<file path="config.mk">
export PLATFORM = sky130hd
export DESIGN_NAME = key_press_conditioner_flat
export DESIGN_NICKNAME = d
export VERILOG_FILES = /design/src/rtl/key_press_conditioner_if.sv /design/src/rtl/key_press_conditioner.sv /design/src/flat_wrapper.sv
export SDC_FILE = /design/constraint.sdc
export NUM_CORES = 1
export LEC_CHECK = 0
export CORE_ASPECT_RATIO = 0.6
export CORE_UTILIZATION = 55
export CTS_CLUSTER_DIAMETER = 40
export DETAILED_ROUTE_END_ITERATION = 6
export PLACE_DENSITY = 0.81
export SYNTH_ARGS = -nofsm -noshare
export SYNTH_HDL_FRONTEND = slang
export SYNTH_SLANG_ARGS = --single-unit
</file>
<file path="constraint.sdc">
create_clock -name CLOCK_50 -period 2.1 [get_ports CLOCK_50]
set_input_delay 0.315 -clock CLOCK_50 [delete_from_list [all_inputs] [get_ports CLOCK_50]]
set_output_delay 0.315 -clock CLOCK_50 [all_outputs]
set_load 0.005 [all_outputs]
</file>
<file path="src/rtl/key_press_conditioner_if.sv">
// Pushbutton front-end bundle: raw keys in, debounced events, state and LEDs out.
interface key_press_conditioner_if #(
  parameter int NUM_KEYS = 4
);
  logic [NUM_KEYS-1:0] KEY;
  logic [NUM_KEYS-1:0] PRESS;
  logic [NUM_KEYS-1:0] RELEASE;
  logic [NUM_KEYS-1:0] LEVEL;
  logic [NUM_KEYS-1:0] TOGGLE;
  logic [1:0]          LEDG;

  modport master (
    output KEY,
    input  PRESS, RELEASE, LEVEL, TOGGLE, LEDG
  );

  modport slave (
    input  KEY,
    output PRESS, RELEASE, LEVEL, TOGGLE, LEDG
  );
endinterface

</file>
<file path="src/rtl/key_press_conditioner.sv">
// Synchronises and debounces active-low pushbuttons; emits press/release pulses,
// per-key toggle bits, and drives both green LEDs from the XOR of all toggles.
module key_press_conditioner #(
  parameter int NUM_KEYS        = 4,
  parameter int DEBOUNCE_CYCLES = 500000,
  parameter int CNT_W           = 19
) (
  input  logic                    CLOCK_50,
  input  logic                    RESET_N,
  key_press_conditioner_if.slave  bus
);

  typedef enum logic [1:0] {
    UP        = 2'd0,
    WAIT_DOWN = 2'd1,
    DOWN      = 2'd2,
    WAIT_UP   = 2'd3
  } state_t;

  localparam logic [CNT_W-1:0] CNT_ZERO = '0;
  localparam logic [CNT_W-1:0] CNT_ONE  = CNT_W'(1);
  localparam logic [CNT_W-1:0] CNT_LAST = CNT_W'(DEBOUNCE_CYCLES - 1);

  logic [NUM_KEYS-1:0] r_sync_p0;
  logic [NUM_KEYS-1:0] r_sync_p1;
  logic [NUM_KEYS-1:0] w_s;
  logic [NUM_KEYS-1:0] w_press;
  logic [NUM_KEYS-1:0] w_release;
  logic [NUM_KEYS-1:0] w_level;
  logic [NUM_KEYS-1:0] w_toggle;

  // Stage p0/p1: two-flop synchroniser, idles released (high)
  always_ff @(posedge CLOCK_50 or negedge RESET_N) begin
    if (!RESET_N) begin
      r_sync_p0 <= '1;
      r_sync_p1 <= '1;
    end else begin
      r_sync_p0 <= bus.KEY;
      r_sync_p1 <= r_sync_p0;
    end
  end

  assign w_s = ~r_sync_p1;

  // Per-key debounce FSM: counts consecutive stable samples of the new level
  for (genvar k = 0; k < NUM_KEYS; k++) begin : g_key
    state_t           r_state;
    state_t           w_state_nxt;
    logic [CNT_W-1:0] r_cnt;
    logic [CNT_W-1:0] w_cnt_nxt;
    logic             r_press;
    logic             r_release;
    logic             r_toggle;
    logic             w_press_nxt;
    logic             w_release_nxt;
    logic             w_toggle_nxt;

    always_ff @(posedge CLOCK_50 or negedge RESET_N) begin
      if (!RESET_N) begin
        r_state   <= UP;
        r_cnt     <= CNT_ZERO;
        r_press   <= 1'b0;
        r_release <= 1'b0;
        r_toggle  <= 1'b0;
      end else begin
        r_state   <= w_state_nxt;
        r_cnt     <= w_cnt_nxt;
        r_press   <= w_press_nxt;
        r_release <= w_release_nxt;
        r_toggle  <= w_toggle_nxt;
      end
    end

    always_comb begin
      w_state_nxt   = r_state;
      w_cnt_nxt     = r_cnt;
      w_press_nxt   = 1'b0;
      w_release_nxt = 1'b0;
      w_toggle_nxt  = r_toggle;
      case (r_state)
        UP: begin
          if (w_s[k]) begin
            w_state_nxt = WAIT_DOWN;
            w_cnt_nxt   = CNT_ONE;
          end
        end
        WAIT_DOWN: begin
          if (!w_s[k]) begin
            w_state_nxt = UP;
            w_cnt_nxt   = CNT_ZERO;
          end else if (r_cnt == CNT_LAST) begin
            w_state_nxt  = DOWN;
            w_cnt_nxt    = CNT_ZERO;
            w_press_nxt  = 1'b1;
            w_toggle_nxt = ~r_toggle;
          end else begin
            w_cnt_nxt = r_cnt + CNT_ONE;
          end
        end
        DOWN: begin
          if (!w_s[k]) begin
            w_state_nxt = WAIT_UP;
            w_cnt_nxt   = CNT_ONE;
          end
        end
        WAIT_UP: begin
          if (w_s[k]) begin
            w_state_nxt = DOWN;
            w_cnt_nxt   = CNT_ZERO;
          end else if (r_cnt == CNT_LAST) begin
            w_state_nxt   = UP;
            w_cnt_nxt     = CNT_ZERO;
            w_release_nxt = 1'b1;
          end else begin
            w_cnt_nxt = r_cnt + CNT_ONE;
          end
        end
        default: begin
          w_state_nxt = UP;
          w_cnt_nxt   = CNT_ZERO;
        end
      endcase
    end

    // Pressed state covers DOWN and the pending-release window
    assign w_level[k]   = (r_state == DOWN) || (r_state == WAIT_UP);
    assign w_press[k]   = r_press;
    assign w_release[k] = r_release;
    assign w_toggle[k]  = r_toggle;
  end

  assign bus.PRESS   = w_press;
  assign bus.RELEASE = w_release;
  assign bus.LEVEL   = w_level;
  assign bus.TOGGLE  = w_toggle;
  assign bus.LEDG    = {2{^w_toggle}};

endmodule

</file>
<file path="src/flat_wrapper.sv">
// flat-port wrapper written by rule: the top's interface ports become plain ports
module key_press_conditioner_flat 
#(
  parameter int NUM_KEYS        = 4,
  parameter int DEBOUNCE_CYCLES = 500000,
  parameter int CNT_W           = 19
)
  (CLOCK_50, RESET_N, bus_KEY, bus_PRESS, bus_RELEASE, bus_LEVEL, bus_TOGGLE, bus_LEDG);
  key_press_conditioner_if #(.NUM_KEYS(NUM_KEYS)) bus_i ();
  input  logic CLOCK_50;
  input  logic RESET_N;
  input wire logic [$bits(bus_i.KEY)-1:0] bus_KEY;
  output wire logic [$bits(bus_i.PRESS)-1:0] bus_PRESS;
  output wire logic [$bits(bus_i.RELEASE)-1:0] bus_RELEASE;
  output wire logic [$bits(bus_i.LEVEL)-1:0] bus_LEVEL;
  output wire logic [$bits(bus_i.TOGGLE)-1:0] bus_TOGGLE;
  output wire logic [$bits(bus_i.LEDG)-1:0] bus_LEDG;
  assign bus_i.KEY = bus_KEY;
  assign bus_PRESS = bus_i.PRESS;
  assign bus_RELEASE = bus_i.RELEASE;
  assign bus_LEVEL = bus_i.LEVEL;
  assign bus_TOGGLE = bus_i.TOGGLE;
  assign bus_LEDG = bus_i.LEDG;
  key_press_conditioner #(.NUM_KEYS(NUM_KEYS), .DEBOUNCE_CYCLES(DEBOUNCE_CYCLES), .CNT_W(CNT_W)) u_core (.CLOCK_50(CLOCK_50), .RESET_N(RESET_N), .bus(bus_i));
endmodule
</file>
==> results of run 1 <==
## worst register-to-register path, stage by stage (launching register included)
cell      delay [ns]
dfrtp_2         0.45
nor4bb_4        0.32
nand4b_1        0.23
o311a_1         0.42
buf_4           0.20
a41oi_1         0.24
a31oi_1         0.07
## cell type report
cell class / count / share of cell area
Tap cell: 130 / 0.0253
Sequential cell: 104 / 0.407
Clock buffer: 11 / 0.0394
Multi-Input combinational cell: 407 / 0.402
Clock inverter: 5 / 0.00838
Inverter: 14 / 0.00818
Timing Repair Buffer: 79 / 0.110
## cell usage in the layout, fill, tap and decap left out, types with 8 or more instances in the layout
cell type | netlist | routed
a21o_1 | 9 | 9
a21oi_1 | 44 | 43
a22o_1 | 12 | 12
a31oi_1 | 45 | 45
a41oi_1 | 11 | 11
and3_1 | 14 | 14
buf_4 | 13 | 52
clkbuf_16 | 0 | 9
clkdlybuf4s50_1 | 0 | 21
dfrtp_1 | 96 | 93
dfstp_2 | 8 | 8
inv_1 | 14 | 14
nand2_1 | 49 | 48
nand2b_1 | 17 | 17
nand3_1 | 33 | 33
nand4_1 | 16 | 16
nor2_1 | 41 | 41
o21ai_0 | 22 | 22
xor2_1 | 11 | 10
## sequential cells by signal, indices dropped and copies added (netlist names), named ones only
| register | count |
|---|---|
| u_core.g_key.r_cnt | 76 |
| u_core.g_key.r_release | 4 |
| u_core.r_sync_p1 | 4 |
| u_core.g_key.r_press | 4 |
| u_core.r_sync_p0 | 4 |
| u_core.g_key.r_toggle | 4 |
| u_core.g_key.r_state | 4 |
## routing by layer
layer / global-route usage / part of all wire / vias to the layer above
met2: 0.380 / 0.45 / 173
met5: 0 / 0 / -
met4: 0.0721 / 0.012 / 0
met1: 0.375 / 0.48 / 2281
li1: - / - / 2185
met3: 0.0667 / 0.060 / 17
## power groups by stage
stage               sequential [uW]  combinational [uW]  clock, uW
finish                         2160                 310       1730
floorplan                      2180                 183          0
detailed placement             2190                 303          0
global placement               2190                 288          0
CTS                            2160                 306       1760
global route                   2170                 345       1830
## cells by family after synthesis
group	after synthesis	share of synthesized area
AOI/OAI and AO/OA	155	0.183
xor gates and xnor gates	17	0.0276
adders and majority gates	4	0.00927
buffers and inverters	56	0.0524
DFF	104	0.484
muxes	7	0.0137
and+or+nand+nor	224	0.230
## stage by stage
stage                     setup TNS [ns]  hold slack [ns]  cells
after floorplan                        0           0.0194    567
after global placement                 0            0.278    726
after CTS                              0            0.357    743
after detailed placement               0            0.284    726
final                                  0            0.354    750
after global routing              -0.659            0.349    750
## worst max path at each step
stage | startpoint | endpoint | slack [ns] | cells past startpoint
floorplan | u_core.g_key[1].r_cnt[9]$_DFFE_PN0P_ | u_core.g_key[1].r_cnt[18]$_DFFE_PN0P_ | 0.11 | 7
global placement | u_core.g_key[1].r_cnt[11]$_DFFE_PN0P_ | u_core.g_key[1].r_cnt[6]$_DFFE_PN0P_ | 0.08 | 6
detailed placement | u_core.g_key[2].r_cnt[7]$_DFFE_PN0P_ | u_core.g_key[2].r_cnt[7]$_DFFE_PN0P_ | 0.008 | 6
CTS | u_core.g_key[1].r_toggle$_DFFE_PN0P_ | bus_LEDG[1] | 0.007 | 3
global route | u_core.g_key[2].r_cnt[12]$_DFFE_PN0P_ | u_core.g_key[2].r_cnt[7]$_DFFE_PN0P_ | -0.11 | 6
finish | u_core.g_key[2].r_cnt[7]$_DFFE_PN0P_ | u_core.g_key[2].r_cnt[7]$_DFFE_PN0P_ | 0.03 | 6
## what timing repair did
| action | CTS | global route |
|---|---|---|
| hold buffers | 1 | 0 |
| endpoints found under the setup margin | 3 | 46 |
| pin swaps | 0 | 5 |
| setup buffers | 0 | 7 |
| resized for setup | 3 | 12 |
| endpoints found under the hold margin | 27 | 0 |
| gates cloned | 0 | 0 |
==> impl_metrics.json, run 1 <==
{
  "run_status": "complete, no violations",
  "crit_path_max_incr_delay_ns": 0.45,
  "cts_tree": "built",
  "leakagePower_uw": 0.00278,
  "placed_area_um2": 5970,
  "seqCellArea_um2": 2620,
  "slowest_stage": "dfrtp_2",
  "clock_latency_ns": 0.35,
  "vias": 4656,
  "viasPerCell": 6.21,
  "cts_made_buffers": 9,
  "power_uw": 4200,
  "io_buffers": 23,
  "path_buf_inv": 1,
  "synth.yosys.warnings": 0,
  "ys.flop_type": "dfrtp_1",
  "r2r_end": "u_core.g_key[2].r_cnt[7]$_DFFE_PN0P_",
  "setup_viol": 0,
  "start_util": 0.577,
  "synthTopCellsByCount": "dfrtp_1, nand2_1, a31oi_1, a21oi_1, nor2_1",
  "timing.final.crit_share": 0.987,
  "clkPwrFrac": 0.412,
  "gp_congestion": 0.916,
  "ys_ff_latch": 104,
  "worstPathMaxFanout": 14,
  "pre_cts_ws_ns": 0.00828,
  "endpoint_kind": "flop",
  "final_nets": 625,
  "pwr-share-seq": 0.514,
  "timing.rr.start": "u_core.g_key[2].r_cnt[7]$_DFFE_PN0P_",
  "rr_worst_depth": 6,
  "ant_nets": 0,
  "fp.dieW_um": 130,
  "synth_most_common_cell": "dfrtp_1",
  "r2r_slack_ns": 0.03,
  "cts.sink_count": 104,
  "grt_max_degree": 40,
  "multiInputGateArea_um2": 2580,
  "antenna_found_initial": 0,
  "rsz0062_at_grt": "true",
  "drc_errors": 0,
  "initialDrtViolationCount": 559,
  "syn-num-nets": 577,
  "hpwl_um": 8580,
  "clk_pin_slew_worst_paths_ns": 0.07,
  "die_h_um": 78.7,
  "crit_chain": "nor4bb_4, nand4b_1, o311a_1, buf_4, a41oi_1, a31oi_1",
  "n_antenna_cell": 0,
  "crit_arrival_ns": 2.28,
  "hp-start": "u_core.r_sync_p0[1]$_DFF_PN1_",
  "synth_area_um2": 5400,
  "drv_slew": 0,
  "tightest_slew_ns": 0.515,
  "drive_gt1_frac": 0.171,
  "h-tree-depth": 3,
  "internal-power_uw": 3190,
  "cp.required_ns": 2.31,
  "p_sw_frac": 0.242,
  "core-area_um2": 9360,
  "ys_seq_area_frac": 0.484,
  "hold_path_class": "flop to flop",
  "drt_wl_total_um": 12400,
  "period_minus_slack_ns": 2.07,
  "synth_area_leaders": "dfrtp_1, a31oi_1, a21oi_1",
  "grt_util_all_layers": 0.258,
  "post-route-util": 0.686,
  "synth_top_area_frac": 0.445,
  "maxCapViolations": 0,
  "slew_headroom": 0.655,
  "dr.pass1.iters": 5,
  "peakVddDrop_v": 0.000497,
  "fillers": 696,
  "std_cell_rows": 27,
  "setup_slack_ns": 0.0263,
  "critPathTopFamily": "compound AO/OA/AOI/OAI gates",
  "hold_viol_final": 0,
  "hold_end": "u_core.r_sync_p1[1]$_DFF_PN1_",
  "share_comb_of_total_power": 0.074,
  "synth_edf_count": 0,
  "globalRoute.totalOverflow": 0,
  "worst_hold_path.num_cells": 0,
  "synth_top_cell_by_area": "dfrtp_1",
  "grt_pass1_wl_um": 20500,
  "clock_path_buffers": 2,
  "skew_ns": 0.00755,
  "clock-root-buffer": "clkbuf_16",
  "ys_types": 53,
  "fmax_ghz": 0.482,
  "power_switching_uw": 1020,
  "first_global_vias": 4238,
  "syn_area_per_cell_um2": 9.52,
  "dieArea_um2": 10200,
  "io_pins": 24,
  "powerDensity_nw_per_um2": 655,
  "final_area_um2": 6420,
  "crit_type": "flop to flop",
  "syn_to_final_growth_pct": 19.0,
  "wl_per_cell_um": 16.5,
  "syn_inst": 567,
  "startpoint_type": "flop",
  "ys_async_sr_fraction": 1.00
}
(Power assumes the default switching activity.)
==> run 2: changes to the inputs <==
--- a/config.mk
+++ b/config.mk
@@ -10,6 +10,7 @@
 export CTS_CLUSTER_DIAMETER = 40
 export DETAILED_ROUTE_END_ITERATION = 6
 export PLACE_DENSITY = 0.81
+export RECOVER_POWER = 50
 export SYNTH_ARGS = -nofsm -noshare
 export SYNTH_HDL_FRONTEND = slang
 export SYNTH_SLANG_ARGS = --single-unit
==> impl_metrics.json, run 2 (synthesized netlist as in run 1, its figures left out) <==
{
  "final_nets": 625,
  "holdWs_ns": 0.354,
  "final_cell_mix": "dfrtp_1, buf_4, nand2_1",
  "met3_length_um": 758,
  "h-tree-depth": 3,
  "first_global_vias": 4238,
  "std_cell_rows": 27,
  "gp_congestion": 0.916,
  "dieArea_um2": 10200,
  "worstPathMaxFanout": 14,
  "drive_gt1_frac": 0.169,
  "top_register": "u_core.g_key.r_cnt",
  "core-area_um2": 9360,
  "hpwl_um": 8580,
  "crit_arrival_ns": 2.28,
  "dp_cells": 726,
  "die_h_um": 78.7,
  "violations": "DRC",
  "run_status": "finished with violations",
  "cts_tree": "built",
  "n_antenna_cell": 0,
  "final_area_um2": 6390,
  "period_minus_slack_ns": 2.07,
  "cts_made_buffers": 9,
  "seqCellArea_um2": 2620,
  "fin_cells": 750,
  "hold_path_class": "flop to flop",
  "startpoint_type": "flop",
  "initialDrtViolationCount": 530,
  "drc_errors": 1,
  "antenna_found_initial": 0,
  "post-route-util": 0.683,
  "multiInputGateArea_um2": 2580,
  "syn_to_final_growth_pct": 18.5,
  "layout_commonest_cell": "dfrtp_1",
  "start_util": 0.577,
  "maxCapViolations": 0,
  "wl_met2_um": 5560,
  "endpoint_kind": "flop",
  "peakVddDrop_v": 0.000498,
  "fmax_ghz": 0.483,
  "ant_nets": 0,
  "drt_wl_total_um": 12400,
  "grt_max_degree": 40,
  "leakagePower_uw": 0.00277,
  "placed_area_um2": 5970,
  "viasPerCell": 6.24,
  "tightest_slew_ns": 0.762,
  "vias": 4680,
  "setup_viol": 0,
  "cp.required_ns": 2.31,
  "grt_pass1_wl_um": 20500,
  "skew_ns": 0.00622,
  "rsz0062_at_grt": "true",
  "fp.dieW_um": 130,
  "fillers": 701,
  "slew_headroom": 0.492,
  "m1WireLength_um": 5910,
  "crit_type": "flop to flop",
  "powerDensity_nw_per_um2": 656,
  "largest_register_ffs": 76,
  "clock-root-buffer": "clkbuf_16",
  "drv_slew": 0,
  "globalRoute.totalOverflow": 0,
  "wl_per_cell_um": 16.5,
  "timing.final.crit_share": 0.986,
  "clk_pin_slew_worst_paths_ns": 0.07,
  "cts.sink_count": 104,
  "dr.pass1.iters": 7,
  "io_buffers": 23,
  "hold_viol_final": 0,
  "top_layer": "met4",
  "io_pins": 24,
  "r2r_slack_ns": 0.03,
  "clock_latency_ns": 0.35,
  "clock_path_buffers": 2,
  "grt_util_all_layers": 0.258
}
## run 2: area by class of cell
cell class / instances / area share
clock buffer: 11 / 0.0395
clock inverter: 5 / 0.00841
inverter: 14 / 0.00822
multi-input combinational: 407 / 0.404
sequential: 104 / 0.409
tap: 130 / 0.0254
timing repair buffer: 79 / 0.106
## run 2: where the power goes
part           internal (uW)  total (uW)  switching [uW]
clock                    988        1730             746
combinational            118         301             183
sequential              2070        2160            86.2
## run 2: path summary, 6_finish.rpt
path,startpoint,endpoint,depth (start not counted)
max,u_core.g_key[2].r_cnt[7]$_DFFE_PN0P_,u_core.g_key[2].r_cnt[7]$_DFFE_PN0P_,6
min,u_core.r_sync_p0[1]$_DFF_PN1_,u_core.r_sync_p1[1]$_DFF_PN1_,0
max reg2reg,u_core.g_key[2].r_cnt[7]$_DFFE_PN0P_,u_core.g_key[2].r_cnt[7]$_DFFE_PN0P_,6
min reg2reg,u_core.r_sync_p0[1]$_DFF_PN1_,u_core.r_sync_p1[1]$_DFF_PN1_,0
max in group asynchronous,RESET_N,u_core.r_sync_p0[1]$_DFF_PN1_,3
min in group asynchronous,RESET_N,u_core.g_key[2].r_cnt[6]$_DFFE_PN0P_,2
## run 2: timing repair
action	CTS	global route
pin swaps	0	5
resized for setup	3	12
hold buffers	1	0
setup buffers	0	7
endpoints found under the hold margin	27	0
endpoints found under the setup margin	3	46
## run 2: through the flow
| step | worst slack [ns] | power [uW] | TNS [ns] |
|---|---|---|---|
| after floorplan | 0.114 | 2360 | 0 |
| after global placement | 0.0811 | 2480 | 0 |
| after detailed placement | 0.00828 | 2500 | 0 |
| after CTS | 0.00746 | 4220 | 0 |
| after global routing | -0.113 | 4340 | -0.659 |
| final | 0.0296 | 4200 | 0 |
## run 2: critical path: stages (launching register included)
cell and delay [ns]:
dfrtp_2 0.45, nor4bb_4 0.32, nand4b_1 0.23, o311a_1 0.42, buf_4 0.20, a41oi_1 0.24, a31oi_1 0.07
## run 2: layer usage
metal / global-route usage / vias to the layer above
met5: 0 / -
met4: 0.0721 / 0
met3: 0.0667 / 24
met2: 0.380 / 176
met1: 0.375 / 2296
li1: - / 2184
